[src/rtl/sdram_pkg.sv]
// Shared definitions for the SDRAM device model: command encodings
// ({ncs,nras,ncas,nwe}), mode-word field positions, CAS-latency limits
// and the read-pipe entry layout.
package sdram_pkg;

    localparam logic [3:0] CMD_LOAD_MODE  = 4'b0000;
    localparam logic [3:0] CMD_REFRESH    = 4'b0001;
    localparam logic [3:0] CMD_PRECHARGE  = 4'b0010;
    localparam logic [3:0] CMD_ACTIVE     = 4'b0011;
    localparam logic [3:0] CMD_WRITE      = 4'b0100;
    localparam logic [3:0] CMD_READ       = 4'b0101;
    localparam logic [3:0] CMD_BURST_TERM = 4'b0110;
    localparam logic [3:0] CMD_NOP        = 4'b0111;

    // Mode word fields
    localparam int MODE_BL_LSB = 0;
    localparam int MODE_BL_MSB = 2;
    localparam int MODE_BT     = 3;
    localparam int MODE_CL_LSB = 4;
    localparam int MODE_CL_MSB = 6;
    localparam int MODE_WB     = 9;

    localparam logic [2:0] CL_MIN   = 3'd2;
    localparam logic [2:0] CL_MAX   = 3'd3;
    localparam logic [2:0] CL_RESET = 3'd2;

    localparam int PIPE_DEPTH = 3;

    // Each read carries the latency it was issued with, so a later CL
    // change never retimes reads already in flight.
    typedef struct packed {
        logic        vld;
        logic [2:0]  cl;
        logic [15:0] data;
    } rd_entry_t;

    function automatic logic cl_legal(input logic [2:0] cl);
        return (cl == CL_MIN) || (cl == CL_MAX);
    endfunction

endpackage

[src/rtl/sdram_read_pipe.sv]
// Read-latency pipe: a 3-deep shift register of {valid,cl,data}. An entry
// is registered onto dq_out once its age reaches its own CL-1, so the word
// is valid across edge T+CL. flush drops everything, including the bus.
module sdram_read_pipe
    import sdram_pkg::*;
(
    input  logic        clk,
    input  logic        reset,
    input  logic        flush,
    input  logic        push,
    input  logic [2:0]  cl,
    input  logic [15:0] data,
    output logic [15:0] dq_out,
    output logic        dq_oe
);

    rd_entry_t stage [PIPE_DEPTH];
    rd_entry_t tap;

    // Select the entry whose age matches the latency it was issued with
    always_comb begin
        tap = '0;
        for (int i = 0; i < PIPE_DEPTH; i++) begin
            if (stage[i].vld && stage[i].cl == 3'(i + 2)) tap = stage[i];
        end
    end

    // Shift entries each cycle and register the matured one onto the bus
    always_ff @(posedge clk) begin
        if (reset || flush) begin
            for (int i = 0; i < PIPE_DEPTH; i++) stage[i] <= '0;
            dq_out <= '0;
            dq_oe  <= 1'b0;
        end else begin
            stage[0] <= '{vld: push, cl: cl, data: data};
            for (int i = 1; i < PIPE_DEPTH; i++) stage[i] <= stage[i-1];
            dq_out <= tap.data;
            dq_oe  <= tap.vld;
        end
    end

endmodule

[config.mk]
export PLATFORM = sky130hd
export DESIGN_NAME = sdram_read_pipe
export DESIGN_NICKNAME = d
export VERILOG_FILES = /design/src/rtl/sdram_pkg.sv /design/src/rtl/sdram_read_pipe.sv
export SDC_FILE = /design/constraint.sdc
export NUM_CORES = 1
export LEC_CHECK = 0
export ABC_AREA = 1
export CORE_MARGIN = 2
export CORE_UTILIZATION = 47
export CTS_CLUSTER_DIAMETER = 30
export DETAILED_ROUTE_END_ITERATION = 10
export PLACE_DENSITY_LB_ADDON = 0.15
export SLEW_MARGIN = 15
export SYNTH_ARGS = -nofsm -noshare
export SYNTH_HDL_FRONTEND = slang
export SYNTH_SLANG_ARGS = --single-unit
[constraint.sdc]
create_clock -name clk -period 1.2 [get_ports clk]
set_clock_uncertainty 0.2 [all_clocks]
set_input_delay 0.24 -clock clk [delete_from_list [all_inputs] [get_ports clk]]
set_output_delay 0.24 -clock clk [all_outputs]
set_load 0.1 [all_outputs]
Yosys cells after proc, flatten, opt, wreduce, memory -nomap -nowiden. Memory sizes are Yosys's and may differ from the RTL's. Index checks and enable logic that the tools add are counted.

Logic and storage cells: 22. RAM bits: 60. Bits in registers: 17. Input port bits: 23. Memories kept: 1.

Reduce and logical (&&, ||, !) cells: 4. Bitwise gates (word level): 3. Mux-type cells: 9. Equal/unequal tests: 3.

Memories: stage (words 3, width 20, read ports 3, clocked after memory_dff 0, write ports 3, RTL line sdram_read_pipe.sv:17) `rd_entry_t stage [PIPE_DEPTH];`.

Operators with widths (number): two-way mux 20 bit (6); equality test 3 x 2 -> 1 bit, second input constant (2); equality test 3 bit, second input constant (1); logical AND 1 bit (3); two-way mux 1 bit (3); OR 1 bit (3); logical OR 1 bit (1).

Longest topological paths before layout.
Depth in word-level cells: 5. Depth in mapped cells: 7. Mapped depth without buffers: 6.

Least setup slack after synthesis. OpenSTA, ideal clock, no wires.

Kind: register to output. From: register dq_oe. To: output port dq_oe. Stages on the path, launching flop included: 1. Buffers on the path: 0. Arrival: 0.909 ns. Path slack: -0.149 ns. Path through: dfxtp_1.

RTL lines: from (decl) (RTL line sdram_read_pipe.sv:14) `output logic dq_oe`; from (signal assigned) (RTL line sdram_read_pipe.sv:38) `dq_oe <= tap.vld;`.

No word-level cell between the ends.

==> impl_metrics.tcl <==
set metrics [dict create \
    status "finished, violations left" \
    violations "setup timing" \
    setup_ws_ns -0.125 \
    internal_power_uw 3600 \
    firstDrtPassIters 4 \
    post-route-period-util_pct 110 \
    antenna_left 0 \
    routedWlPerCell_um 12.3 \
    hold_violations 0 \
    crit_buf_inv 2 \
    synth_warnings 0 \
    fmax_mhz 754 \
    cts_buffers 9 \
    cts_root_buffer "clkbuf_8" \
    crit_arrival_ns 1.39 \
    detailed_place_hpwl_mm 3.34 \
    netlist.top_cell.by_area "dfxtp_1" \
    cts-htree-levels 3 \
    hp-start "cl[2]" \
    cts_tree "done" \
    max_stage_delay_ns 0.33 \
    hold_depth 3 \
    grt_overflow 0 \
    drc 0 \
    grt_pass1_vias 2067 \
    crit_type "reg2reg" \
    n_fill_cell 400 \
    portBuffers 39 \
    cp_slowest_cell "dfxtp_2" \
    dieWidth_um 79.6 \
    hold_buffers 0 \
    ys_seq_area_share_pct 57.3 \
    rsz0062_at_grt "yes" \
    switching_share_pct 22.0 \
    setup_viol 33 \
    syn_area_per_cell_um2 7.91 \
    slew_headroom_pct 88.5 \
    placed_cell_area_um2 3450 \
    rows 27 \
    die_area_um2 6340 \
    worst_slew_pin_slew_ns 0.173 \
    reg2reg_depth 7 \
    reg2reg_from "stage[0][57]" \
    drv_cap 0 \
    grt_pass1_wl_mm 9.27 \
    reg2reg_setup_slack_ns -0.13 \
    r2r_end "dq_out[8]" \
    antenna_found_initial 0 \
    io_pins 40 \
    ir_worst_vdd_uv 866 \
    worstPathRequired_ns 1.27 \
    grt_max_degree 32 \
    finalNetCount 423 \
    syn-cell-area_um2 2690 \
    netlist.area_leader.share_pct 57.3 \
    track_usage_pct 19.5 \
    min_path_type "in2reg" \
    core_area_um2 5510 \
    crit_top_cell "nor2_1" \
    clockPowerShare_pct 37.6 \
    p_leak_uw 0.00168 \
    drt-total-wl_mm 5.89 \
    path_clk_slew_ns 0.07 \
    final_core_util_pct 72.3 \
    yosys-top-cells-area "dfxtp_1 (57%), nor2_1 (15%), inv_1 (8.2%)" \
    start_util_pct 48.8 \
    fin_area_um2 3980 \
    drive_gt1_share_pct 34.6 \
    cts.sink_count 77 \
    holdPathEnd "stage[0][18]" \
    crit_chain "nor2_4 -> nand3_4 -> buf_6 -> buf_8 -> nand2_1 -> nor2_1 -> nor2_1" \
    switching_power_uw 1010 \
    die_y_um 79.6 \
    critPathTopFamily "simple AND/OR/NAND/NOR gates" \
    power.total_uw 4610 \
    combinationalPowerShare_pct 5.5 \
    clk_path_buf_depth 2 \
    gp_congestion 0.725 \
    yosys_register_bits 77 \
    netlist_instances 340 \
    antennaDiodeCount 0 \
    cp.depth 7 \
    layout_commonest_cell "nor2_1" \
    synth_cell_types 16 \
    crit_fanout 7 \
    period_minus_slack_ns 1.33 \
    cp-start-kind "register" \
    cp-end-kind "register" \
    dr.first_iter.drc_count 116 \
    drv_slew 0 \
    areaGrowthSynthToFinish_pct 48.1 \
    viasPerCell 4.59 \
    via_count 2188 \
    final_cell_mix "nor2_1 (98), inv_1 (59), dfxtp_1 (52), dfxtp_2 (25), nand3_1 (24)" \
    insertion_delay_ns 0.34 \
    power_frac_seq_pct 56.9 \
    synth_fp_nets 363 \
    powerDensity_nw_per_um2 1160 \
]
-- worst register-to-register path: stages, from the launching register on --
cell	delay, ns
dfxtp_2	0.33
nor2_4	0.11
nand3_4	0.11
buf_6	0.15
buf_8	0.13
nand2_1	0.07
nor2_1	0.05
nor2_1	0.10
-- flip-flops by register name, indices dropped and copies added (netlist names) --
name    flops
dq_oe       1
dq_out     16
stage      60
-- how the worst max path moves through the flow --
stage | from | endpoint | slack (ns)
after floorplan | stage[0][38] | dq_out[0] | 0.006
after global placement | flush | dq_out[3] | -0.26
after detailed placement | flush | dq_out[4] | -0.30
after CTS | dq_out[7] | dq_out[7] | -0.14
after global routing | stage[0][57] | dq_out[0] | -0.18
final | stage[0][57] | dq_out[8] | -0.13
-- metrics by stage --
stage / setup TNS, ns / hold slack (ns) / cells / setup slack, ns
floorplan: 0 / 0.152 / 340 / 0.00610
global placement: -17.33 / 0.212 / 453 / -0.263
detailed placement: -18.54 / 0.215 / 453 / -0.303
CTS: -3.26 / 0.198 / 477 / -0.136
global route: -4.54 / 0.204 / 477 / -0.184
finish: -3.04 / 0.214 / 477 / -0.125
-- logic make-up (layout without fill, tap and decap cells) --
logic type	count (synthesis)	count (layout)	share of synthesized area, %
buffers and inverters	79	144	13.2
and+or+nand+nor	167	167	26.3
DFF	77	77	57.3
AOI/OAI and AO/OA	17	17	3.16
-- power by group through the flow --
stage,Combinational [uW],Sequential (uW),Clock [uW]
finish,253,2620,1730
global route,280,2630,1880
CTS,246,2620,1760
detailed placement,232,2680,0
global placement,228,2680,0
floorplan,109,2670,0
-- routing by layer --
layer  wire, um  vias up  GRT usage, %
li1           -     1121             -
met1       2490     1004          21.5
met2       3050       52          34.3
met3        216       11          5.32
met4        133        0          9.83
met5          0        -             0
-- Yosys cell counts --
master	n
buf_2	7
buf_4	1
buf_6	6
clkbuf_1	1
dfxtp_1	77
inv_1	59
inv_2	5
nand2_1	19
nand2_2	2
nand3_1	31
nand3_2	2
nor2_1	109
nor2_2	1
nor2_4	3
o21ai_0	15
o21ai_1	2
-- final cells by class --
type                            count  area [um2]  share of cell area, %
Timing Repair Buffer               62         881                   22.1
Clock buffer                       15         166                   4.18
Sequential cell                    77        1570                   39.5
Inverter                           64         245                   6.16
Timing Repair inverter              2        11.3                  0.283
Multi-Input combinational cell    184        1010                   25.4
Tap cell                           72        90.1                   2.26
Clock inverter                      1        5.00                  0.126
-- repair_timing --
action,in CTS,in global routing
endpoints found under the setup margin,34,34
hold endpoints to repair,0,0
gates resized for setup,58,43
cloned,4,2
setup buffers,4,0
pin swaps,12,24
(Power assumes the default switching activity.)
